==> src/rtl/axis_frame_sched.sv <==
// axis_frame_sched: sequences frame triggers to an AXI-stream test master.
// Optional watchdog on a stalled frame is enabled by FRAME_TIMEOUT_EN.
//
// Ports:
//   clk, rst        clock, synchronous active-low reset
//   start           session start (sampled in IDLE only)
//   frame_cnt       frames per session, latched on start
//   gap_cycles      idle cycles after each eof beat, latched on start
//   abort           cancel the running session
//   s_vld, s_eof    master handshake, observed only
//   stream_trig     one-cycle trigger per frame
//   busy            high outside IDLE
//   done            one-cycle completion pulse
//   frames_sent     frames completed in current/last session
//   err_timeout     sticky watchdog flag (0 without FRAME_TIMEOUT_EN)
module axis_frame_sched #(
   parameter int CNT_WIDTH = 4,
   parameter int GAP_WIDTH = 8,
   parameter int TIMEOUT   = 64
) (
   input  logic                 clk,
   input  logic                 rst,
   input  logic                 start,
   input  logic [CNT_WIDTH-1:0] frame_cnt,
   input  logic [GAP_WIDTH-1:0] gap_cycles,
   input  logic                 abort,
   input  logic                 s_vld,
   input  logic                 s_eof,
   output logic                 stream_trig,
   output logic                 busy,
   output logic                 done,
   output logic [CNT_WIDTH-1:0] frames_sent,
   output logic                 err_timeout
);

   typedef enum logic [2:0] {
      S_IDLE,
      S_TRIG,
      S_WAIT,
      S_GAP,
      S_DONE
   } state_t;

   state_t               state_q, state_d;
   logic [CNT_WIDTH-1:0] cnt_lat_q, cnt_lat_d;
   logic [CNT_WIDTH-1:0] sent_q, sent_d;
   logic [GAP_WIDTH-1:0] gap_lat_q, gap_lat_d;
   logic [GAP_WIDTH-1:0] gap_cnt_q, gap_cnt_d;
   logic                 trig_q, trig_d;
   logic                 busy_q, busy_d;
   logic                 done_q, done_d;
   logic                 eof_beat;
   logic [CNT_WIDTH-1:0] sent_inc;

`ifdef FRAME_TIMEOUT_EN
   localparam int WD_W = $clog2(TIMEOUT + 1);
   localparam logic [WD_W-1:0] WD_LAST = WD_W'(TIMEOUT - 1);

   logic [WD_W-1:0] wd_q, wd_d;
   logic            err_q, err_d;
`else
   logic unused_timeout;
   assign unused_timeout = (TIMEOUT != 0);
`endif

   assign eof_beat = s_vld & s_eof;
   assign sent_inc = sent_q + CNT_WIDTH'(1);

   always_comb begin
      state_d   = state_q;
      cnt_lat_d = cnt_lat_q;
      sent_d    = sent_q;
      gap_lat_d = gap_lat_q;
      gap_cnt_d = gap_cnt_q;
`ifdef FRAME_TIMEOUT_EN
      wd_d      = wd_q;
      err_d     = err_q;
`endif
      unique case (state_q)
         S_IDLE: begin
            if (start) begin
               sent_d = '0;
               if (frame_cnt != '0) begin
                  cnt_lat_d = frame_cnt;
                  gap_lat_d = gap_cycles;
`ifdef FRAME_TIMEOUT_EN
                  err_d     = 1'b0;
`endif
                  state_d   = S_TRIG;
               end else begin
                  state_d = S_DONE;
               end
            end
         end
         S_TRIG: begin
`ifdef FRAME_TIMEOUT_EN
            wd_d    = '0;
`endif
            state_d = S_WAIT;
         end
         S_WAIT: begin
            if (eof_beat) begin
               sent_d = sent_inc;
               if (sent_inc == cnt_lat_q) begin
                  state_d = S_DONE;
               end else if (gap_lat_q == '0) begin
                  state_d = S_TRIG;
               end else begin
                  gap_cnt_d = gap_lat_q;
                  state_d   = S_GAP;
               end
            end
`ifdef FRAME_TIMEOUT_EN
            else if (wd_q == WD_LAST) begin
               err_d   = 1'b1;
               state_d = S_IDLE;
            end else begin
               wd_d = wd_q + WD_W'(1);
            end
`endif
         end
         S_GAP: begin
            // <= 1 keeps the counter from ever wrapping
            if (gap_cnt_q <= GAP_WIDTH'(1)) begin
               state_d = S_TRIG;
            end else begin
               gap_cnt_d = gap_cnt_q - GAP_WIDTH'(1);
            end
         end
         S_DONE: begin
            state_d = S_IDLE;
         end
         default: begin
            state_d = S_IDLE;
         end
      endcase

      // abort wins over an eof beat or a timeout in the same cycle
      if (abort && state_q != S_IDLE) begin
         state_d   = S_IDLE;
         sent_d    = sent_q;
         gap_cnt_d = gap_cnt_q;
`ifdef FRAME_TIMEOUT_EN
         err_d     = err_q;
`endif
      end

      trig_d = (state_d == S_TRIG);
      busy_d = (state_d != S_IDLE);
      done_d = (state_d == S_DONE);
   end

   always_ff @(posedge clk) begin
      if (!rst) begin
         state_q   <= S_IDLE;
         cnt_lat_q <= '0;
         sent_q    <= '0;
         gap_lat_q <= '0;
         gap_cnt_q <= '0;
         trig_q    <= 1'b0;
         busy_q    <= 1'b0;
         done_q    <= 1'b0;
`ifdef FRAME_TIMEOUT_EN
         wd_q      <= '0;
         err_q     <= 1'b0;
`endif
      end else begin
         state_q   <= state_d;
         cnt_lat_q <= cnt_lat_d;
         sent_q    <= sent_d;
         gap_lat_q <= gap_lat_d;
         gap_cnt_q <= gap_cnt_d;
         trig_q    <= trig_d;
         busy_q    <= busy_d;
         done_q    <= done_d;
`ifdef FRAME_TIMEOUT_EN
         wd_q      <= wd_d;
         err_q     <= err_d;
`endif
      end
   end

   assign stream_trig = trig_q;
   assign busy        = busy_q;
   assign done        = done_q;
   assign frames_sent = sent_q;
`ifdef FRAME_TIMEOUT_EN
   assign err_timeout = err_q;
`else
   assign err_timeout = 1'b0;
`endif

endmodule

==> config.mk <==
export PLATFORM = sky130hd
export DESIGN_NAME = axis_frame_sched
export DESIGN_NICKNAME = d
export VERILOG_FILES = /design/src/rtl/axis_frame_sched.sv
export SDC_FILE = /design/constraint.sdc
export NUM_CORES = 1
export LEC_CHECK = 0
export BUFFER_PORTS_ARGS = -buffer_cell sky130_fd_sc_hd__buf_2
export CORE_ASPECT_RATIO = 0.7
export CORE_MARGIN = 2
export CORE_UTILIZATION = 24
export DETAILED_ROUTE_END_ITERATION = 12
export GPL_TIMING_DRIVEN = 0
export MAX_ROUTING_LAYER = met4
export PLACE_DENSITY_LB_ADDON = 0.08
export SLEW_MARGIN = 20
export SYNTH_ARGS = -nofsm -noshare
export SYNTH_HDL_FRONTEND = slang
export SYNTH_SLANG_ARGS = --single-unit
==> constraint.sdc <==
create_clock -name clk -period 6.25 [get_ports clk]
set_clock_uncertainty 0.2 [all_clocks]
set_input_delay 0.9375 -clock clk [delete_from_list [all_inputs] [get_ports clk]]
set_output_delay 0.9375 -clock clk [all_outputs]
set_load 0.005 [all_outputs]
==> metrics, run 1 <==
CTS resizes=0; Synth async-reset ratio=0%; via/cell ratio=4.785; Final setup viols=0; clock-pin slew on the worst setup and hold paths=0.07 ns; min Tclk post-route=2.608 ns; io pins=26; Mean Syn Cell Area=8.041 sq um; Place WS=3.351 ns; # diodes=0; DP Area=1802 sq um; Pwr Density=251.5 nW/um^2; Synthesis Warnings=0; Inserted Clock Buffers=5; number of global-route vias before repair=1,389; root buffer cell=clkbuf_8; post-layout worst setup margin=3.642 ns; CTS tree=built; Max Cap Viol=0; synth-to-layout area growth=19.75%; reg-to-reg setup timing slack=3.77 ns; drc violations=0; worst path cell trace=buf_2 > nor4_1 > nand2b_1 > clkbuf_1 > nand2_1 > a21oi_1; CP max stage cell=nor4_1; crit-path max FO=10; grt total ovfl=0; fmax=0.3834 GHz; core area=6306 sq um; maximum level of the CTS H-tree=2; Pre-Repair DR Iteration Count=4; crit path kind=input port to flop; clock sinks=30; I/O Buffers=24; FP Rows=24; Post-synth EDFFs=0; Post-DRT Antenna Nets=0; CTS Buffer Depth=2; first-pass GRT wire length=7251 um; post-route cell area=1897 sq um; Largest delay share family, worst path=simple AND/OR/NAND/NOR gates; WHS=0.2844 ns; Initial Util=25.12%; Seq/Total Area, Yosys=37.91%; peak supply drop=0.07643 mV; Data required, critical path=6.27 ns; GP Congestion=0.7237; largest net degree at the start of global routing=11; Final Hold Fails=0; count of cell types in the netlist=44; die height=71.97 um; post-synthesis net count=218; Pleak=0.7594 nW; Arr. time, crit path=2.63 ns; top cell type's share of synthesized area=37.91%; GRT Util Overall=13.54%; clock latency at the later pin of the worst-skew pair=0.29 ns; Worst slew margin=47.25%; status=finished clean; CTS Hold Bufs=0; dpl hpwl=3276 um; Slew Limit Fails=0; Seq cells post-synth=30; Post-Synthesis Cells=197; main flop type after synthesis=dfxtp_1; antenna violations before repair=0; Routed WL per cell=14.28 um; CP max stage delay=0.60 ns; worst hold-check path type=flop to flop; DRT iter0 DRCs=95; most frequent cell after synthesis=nand2_1; crit end category=flop; die width=101.1 um; layout cell share with drive strength beyond 1=18.78%; RSZ-0062 raised after global routing=false; largest cells by area after synthesis=dfxtp_1 (38%), nand2_1 (8.8%), a21oi_1 (6.3%); Die Area=7276 sq um; Startpoint Class=input port; # nets final=249; final setup TNS=0 ns; Post-CTS Setup Inserts=0; synthesized area=1584 sq um; part of the cycle the worst path needs=41.74%; worst-margin pin slew=0.7891 ns; Synth area leader=dfxtp_1; vias post-DR=1,469; final WL=4383 um; Worst Path Buf+Inv=2; Synth top cells by count=nand2_1 (37), dfxtp_1 (30), a21oi_1 (20), nor2_1 (14), o21ai_0 (9)
==> layout make-up <==
cell class | instances | area [sq um]
clock buffer | 6 | 82.58
multi-input combinational | 153 | 917.1
clock inverter | 2 | 12.51
tap | 78 | 97.59
sequential | 30 | 600.6
timing repair buffer | 24 | 120.1
inverter | 4 | 15.01
fill | 710 | 4409
buffer | 10 | 51.30
==> flip-flops by register name, indices dropped and copies added (netlist names) <==
name and flops:
gap_cnt_q 8, gap_lat_q 8, cnt_lat_q 4, frames_sent 4
state_q 3, busy 1, done 1, stream_trig 1
==> per-layer routing <==
layer	vias to the layer above	routed length (um)	part of all wire [%]	track usage (%)
met5	-	0	0	-
li1	770	-	-	-
met3	7	267	6.1	3.372
met4	0	60	1.4	4.655
met2	41	1511	34	16.41
met1	651	2543	58	21.02
==> power by group <==
part / internal [mW] / switching [mW]
sequential: 0.204 / 0.0101
clock: 0.0885 / 0.0825
combinational: 0.0368 / 0.0551
==> path summary, 6_finish.rpt <==
check / depth (start not counted) / from / to
max: 6 / frame_cnt[3] / gap_lat_q[6]
min: 2 / cnt_lat_q[3] / cnt_lat_q[3]
max reg2reg: 8 / gap_cnt_q[0] / gap_cnt_q[4]
min reg2reg: 2 / cnt_lat_q[3] / cnt_lat_q[3]
==> tightest hold or removal path, cell delays in order (launching register included) <==
cell	delay, ns
dfxtp_1	0.33
nand2_1	0.06
a21oi_1	0.06
==> through the flow <==
step           utilization, %  total power, mW  std cells
4_1_cts                 30.08           0.4838        307
6_report                30.08           0.4770        307
3_3_place_gp            28.57           0.3134        299
5_1_grt                 30.08           0.5046        307
2_1_floorplan               -           0.2811        197
3_5_place_dp            28.57           0.3108        299
==> cells in the final DEF (no fill, tap or decap), drive strengths merged, types with 3 or more instances in the layout <==
cell type  count
o21ai          9
nor4           7
o22ai          3
a22oi          7
inv            4
nor2          15
nand2b         4
a21oi         20
or3            4
clkbuf        11
ha             3
o32ai          3
a31oi          3
nand2         37
dfxtp         30
buf           29
nor3           4
nand3          4
nand3b         3
==> cells by family after synthesis <==
group / synth area share [%]
AOI/OAI and AO/OA: 22.12
xor gates and xnor gates: 3.634
adders and majority gates: 2.370
buffers and inverters: 4.186
DFF: 37.91
muxes: 1.264
other: 0.2367
and+or+nand+nor: 28.28
(Power assumes the default switching activity.)
==> run 2: changes to the inputs <==
Clock period 6.25 ns to 2.5 ns, I/O delays scaled along.
==> run 2 against run 1 <==
Combinational power increased to 2.5 times the previous value. Worst hold slack got worse by 0.16 ns. First-iteration DRC count down 17%. Flip-flop and latch count is the same. Critical path type is now flop to flop. Largest cell class unchanged. Highest routed layer unchanged.
==> metrics, run 2 (same netlist as run 1, synthesis figures left out) <==
Data required, critical path=2.48 ns (-3.79 ns); clock latency at the later pin of the worst-skew pair=0.29 ns (about the same); Pre-Repair DR Iteration Count=4 (unchanged); vias post-DR=1,475 (+0.41%); number of global-route vias before repair=1,389 (unchanged); Pwr Density=627.8 nW/um^2 (+150%); worst hold-check path type=input port to flop; part of the cycle the worst path needs=91.86%; die width=101.1 um (unchanged); final WL=4367 um (-0.37%); Inserted Clock Buffers=5 (unchanged); first-pass GRT wire length=7251 um (unchanged); min-delay src=gap_cycles[5]; most frequent cells in the layout=nand2_1 (37), dfxtp_1 (29), buf_2 (26); drc violations=0 (unchanged); biggest regs=gap_cnt_q x8, gap_lat_q x8; via/cell ratio=4.820 (+0.74%); # diodes=0 (unchanged); Pleak=0.7664 nW (+0.92%); commonest non-fill, non-tap cell in the layout=nand2_1; R2R Path Start=frames_sent[0]; largest net degree at the start of global routing=11 (unchanged); Max Cap Viol=0 (unchanged); Initial Util=25.12% (unchanged); final setup TNS=0 ns (unchanged); Post-DRT Antenna Nets=0 (unchanged); die height=71.97 um (unchanged); GP Congestion=0.7237 (unchanged); dpl hpwl=3276 um (unchanged); CTS Hold Bufs=0 (unchanged); Post-CTS Setup Inserts=0 (unchanged); FP Rows=24 (unchanged); root buffer cell=clkbuf_8; overall power=1.198 mW (+150%); R2R Path End=gap_cnt_q[0]; RSZ-0062 raised after global routing=false; Worst Path Buf+Inv=0 (-2); layout cell share with drive strength beyond 1=19.74% (+0.96 points); antenna violations before repair=0 (unchanged); peak supply drop=0.1907 mV (+150%); # nets final=248 (-0.40%); Final Hold Fails=0 (unchanged); crit-path max FO=8 (-2); multi-input logic area=930.9 sq um (+1.5%); GRT Util Overall=13.54% (unchanged); CP max stage delay=0.44 ns (-0.16 ns); R2R depth=6 (-2); crit path kind=flop to flop; Largest delay share family, worst path=compound AO/OA/AOI/OAI gates; core area=6306 sq um (unchanged); crit end category=flop; Arr. time, crit path=2.28 ns (-0.35 ns); Slew Limit Fails=0 (unchanged); Register Area=601.8 sq um (+0.21%); CP max stage cell=dfxtp_1; Startpoint Class=flop; Final setup viols=0 (unchanged); maximum level of the CTS H-tree=2 (unchanged); WHS Path Cells=3 (+1); clock sinks=30 (unchanged); I/O Buffers=24 (unchanged); WHS=0.1208 ns (-0.1637 ns); Routed WL per cell=14.27 um (about the same); CTS tree=built; status=finished clean; fillcell total=706 (-0.56%); synth-to-layout area growth=20.46%; clock-pin slew on the worst setup and hold paths=0.07 ns (about the same); CTS Buffer Depth=2 (unchanged); reg-to-reg setup timing slack=0.20 ns (-3.57 ns); io pins=26 (unchanged); grt total ovfl=0 (unchanged); Die Area=7276 sq um (unchanged); fmax=0.4354 GHz; Worst slew margin=54.63% (+7.4 points); WHS Endpoint=gap_lat_q[5]; worst path cell trace=ha_1 > xnor2_1 > nand3_1 > o211ai_2 > o21ai_0 > a311o_1; worst-margin pin slew=0.6743 ns (-0.1148 ns); DRT iter0 DRCs=79 (-17%); min Tclk post-route=2.297 ns
[run 2: cell count changes in the layout (fill, tap and decap cells not counted), sizes merged]
| cell | delta |
|---|---|
| buf | -1 |
[run 2: worst max-delay path by stage]
stage | to | from | cells past startpoint
3_5_place_dp | gap_cnt_q[5] | gap_cnt_q[0] | 8
6_report | gap_cnt_q[0] | frames_sent[0] | 6
4_1_cts | gap_cnt_q[4] | gap_cnt_q[0] | 8
5_1_grt | gap_cnt_q[5] | gap_cnt_q[0] | 7
2_1_floorplan | gap_cnt_q[4] | gap_cnt_q[0] | 8
3_3_place_gp | gap_cnt_q[4] | gap_cnt_q[0] | 8
[run 2: metrics by stage]
| step | instances | setup slack [ns] | area [sq um] | utilization, % |
|---|---|---|---|---|
| final | 306 | 0.2035 | 1908 | 30.26 |
| after global routing | 306 | 0.01698 | 1908 | 30.26 |
| after CTS | 307 | 0.03917 | 1897 | 30.08 |
| after detailed placement | 299 | 0.05639 | 1802 | 28.57 |
| after global placement | 299 | 0.02764 | 1802 | 28.57 |
| after floorplan | 197 | 0.2779 | 1584 | - |
[run 2: final cells by class]
| type | instances | area share [%] |
|---|---|---|
| Multi-Input combinational cell | 153 | 48.79 |
| Sequential cell | 30 | 31.54 |
| Timing Repair Buffer | 24 | 6.295 |
| Tap cell | 78 | 5.115 |
| Clock buffer | 6 | 4.328 |
| Buffer | 9 | 2.492 |
| Inverter | 4 | 0.7869 |
| Clock inverter | 2 | 0.6557 |
[run 2: routing by layer]
layer	global-route usage (%)	up-vias	wire, um
met2	16.41	41	1535
met4	4.655	0	60
met1	21.02	658	2485
met3	3.372	7	286
li1	-	769	-
met5	-	-	0
[run 2: power breakdown]
| part | switching [mW] | internal (mW) |
|---|---|---|
| Combinational | 0.139 | 0.0948 |
| Clock | 0.207 | 0.221 |
| Sequential | 0.0260 | 0.510 |
[run 2: worst reg2reg max path: cells and delay by family (launching register included)]
kind,cells,cell delay [ns]
xor gates and xnor gates,1,0.14
and+or+nand+nor,1,0.19
AOI/OAI and AO/OA,3,0.91
DFF,1,0.44
adders and majority gates,1,0.29
[run 2: what timing repair did]
item                                    4_1_cts  5_1_grt
endpoints found under the hold margin         0        0
endpoints found under the setup margin        0       18
gates resized for setup                       0        3
==> run 3: changes to the inputs <==
Settings changed: CORE_ASPECT_RATIO 0.7 to 1.25.
==> run 3 against run 2 <==
Register-to-register slack lost 0.08 ns. Final cell count rose by 2.9%. Utilization down 0.55 points. Global-route usage is 0.28 points higher. Via count up 1.6%. Clock power grew 16%. Flip-flop and latch count did not move. Sequential share of layout area shrank 0.29 points. Critical endpoint is now gap_cnt_q[4]. Largest cell class unchanged. Largest power group unchanged. Highest routed layer unchanged.
==> metrics, run 3 (same netlist as run 1, synthesis figures left out) <==
CTS Hold Bufs=0 (unchanged); vias post-DR=1,498 (+1.6%); Max Cap Viol=0 (unchanged); clock-pin slew on the worst setup and hold paths=0.07 ns (about the same); Post-CTS Setup Inserts=0 (unchanged); Startpoint Class=flop; GRT Util Overall=13.81% (+0.28 points); most frequent cells in the layout=nand2_1 (37), dfxtp_1 (29), buf_2 (26); R2R Path Start=gap_cnt_q[0]; clock sinks=30 (unchanged); maximum level of the CTS H-tree=2 (unchanged); Die Area=7270 sq um (about the same); status=finished clean; largest net degree at the start of global routing=11 (unchanged); Final setup viols=0 (unchanged); Pre-Repair DR Iteration Count=6 (+2); R2R depth=7 (+1); min Tclk post-route=2.372 ns (+0.07560 ns); worst hold-check path type=input port to flop; Data required, critical path=2.45 ns (-0.03 ns); root buffer cell=clkbuf_8; part of the cycle the worst path needs=94.89% (+3.0 points); Arr. time, crit path=2.32 ns (+0.04 ns); I/O Buffers=24 (unchanged); final setup TNS=0 ns (unchanged); post-layout util=29.70% (-0.55 points); die height=94.83 um (+32%); Pwr Density=656.5 nW/um^2 (+4.6%); # diodes=0 (unchanged); Slew Limit Fails=0 (unchanged); io pins=26 (unchanged); Pleak=0.7700 nW (+0.47%); Routed WL per cell=14.31 um (+0.28%); dpl hpwl=3339 um (+1.9%); final WL=4508 um (+3.2%); drc violations=0 (unchanged); CP startpoint=gap_cnt_q[0]; Final Hold Fails=0 (unchanged); FP Rows=33 (+38%); via/cell ratio=4.756 (-1.3%); CP endpoint=gap_cnt_q[4]; # nets final=248 (unchanged); grt total ovfl=0 (unchanged); layout cell share with drive strength beyond 1=18.42% (-1.3 points); first-pass GRT wire length=7548 um (+4.1%); Worst slew margin=56.57% (+1.9 points); fmax=0.4216 GHz (-3.2%); reg-to-reg setup timing slack=0.13 ns (-0.08 ns); antenna violations before repair=0 (unchanged); crit path kind=flop to flop; commonest non-fill, non-tap cell in the layout=nand2_1; RSZ-0062 raised after global routing=false; overall power=1.264 mW (+5.5%); crit end category=flop; number of global-route vias before repair=1,465 (+5.5%); GP Congestion=0.7535 (+4.1%); worst-margin pin slew=0.6454 ns (-0.02887 ns); crit-path max FO=8 (unchanged); biggest regs=gap_cnt_q x8, gap_lat_q x8; peak supply drop=0.2312 mV (+21%); WHS=0.1236 ns (+0.002879 ns); Post-DRT Antenna Nets=0 (unchanged); clock latency at the later pin of the worst-skew pair=0.28 ns (about the same); Inserted Clock Buffers=5 (unchanged); CTS resizes=1 (+1); die width=76.67 um (-24%); CTS Buffer Depth=2 (unchanged); CTS tree=built; R2R Path End=gap_cnt_q[4]; synth-to-layout area growth=21.56%; Initial Util=24.44% (-0.68 points); DRT iter0 DRCs=66 (-16%); core area=6482 sq um (+2.8%)
==> run 3: where the power goes <==
group	internal, mW	switching [mW]
Clock	0.298	0.198
Sequential	0.510	0.0239
Combinational	0.0947	0.140
==> run 3: cell type report <==
cell class / instances / area [sq um]
flip-flops and latches: 30 / 601.8
repair buffers: 24 / 120.1
well taps: 87 / 108.9
plain buffers: 9 / 47.55
clock buffers: 7 / 76.32
multi-input cells: 153 / 925.9
fillers: 740 / 4557
inverters: 4 / 15.01
clock inverters: 1 / 30.03
==> run 3: critical path, cell delays in order (launching register included) <==
cell	delay, ns
dfxtp_2	0.39
inv_1	0.08
ha_1	0.24
or2_2	0.29
and3_1	0.18
or3_1	0.50
a22oi_1	0.24
o32ai_1	0.11
==> run 3: worst min-delay path by stage <==
stage / depth (start not counted) / slack (ns) / end / start
after floorplan: 2 / 0.25 / cnt_lat_q[3] / cnt_lat_q[3]
after global placement: 2 / 0.26 / cnt_lat_q[3] / cnt_lat_q[3]
after detailed placement: 2 / 0.27 / cnt_lat_q[3] / cnt_lat_q[3]
after CTS: 3 / 0.11 / gap_lat_q[1] / gap_cycles[1]
after global routing: 3 / 0.13 / gap_lat_q[4] / gap_cycles[4]
final: 3 / 0.12 / gap_lat_q[5] / gap_cycles[5]
==> run 3: routing by layer <==
layer | vias up | share of wire, % | GRT usage (%)
met4 | 0 | 1.6 | 5.000
met1 | 685 | 48 | 17.11
met2 | 39 | 46 | 22.30
met5 | - | 0 | -
li1 | 768 | - | -
met3 | 6 | 4.4 | 2.868
==> run 3: through the flow <==
step                      cells  instance area (sq um)  worst slack, ns
after floorplan             197                   1584           0.2779
after global placement      308                   1813        -0.004395
after detailed placement    308                   1813         0.007472
after CTS                   316                   1921          0.07823
after global routing        315                   1926         0.004041
final                       315                   1926           0.1279
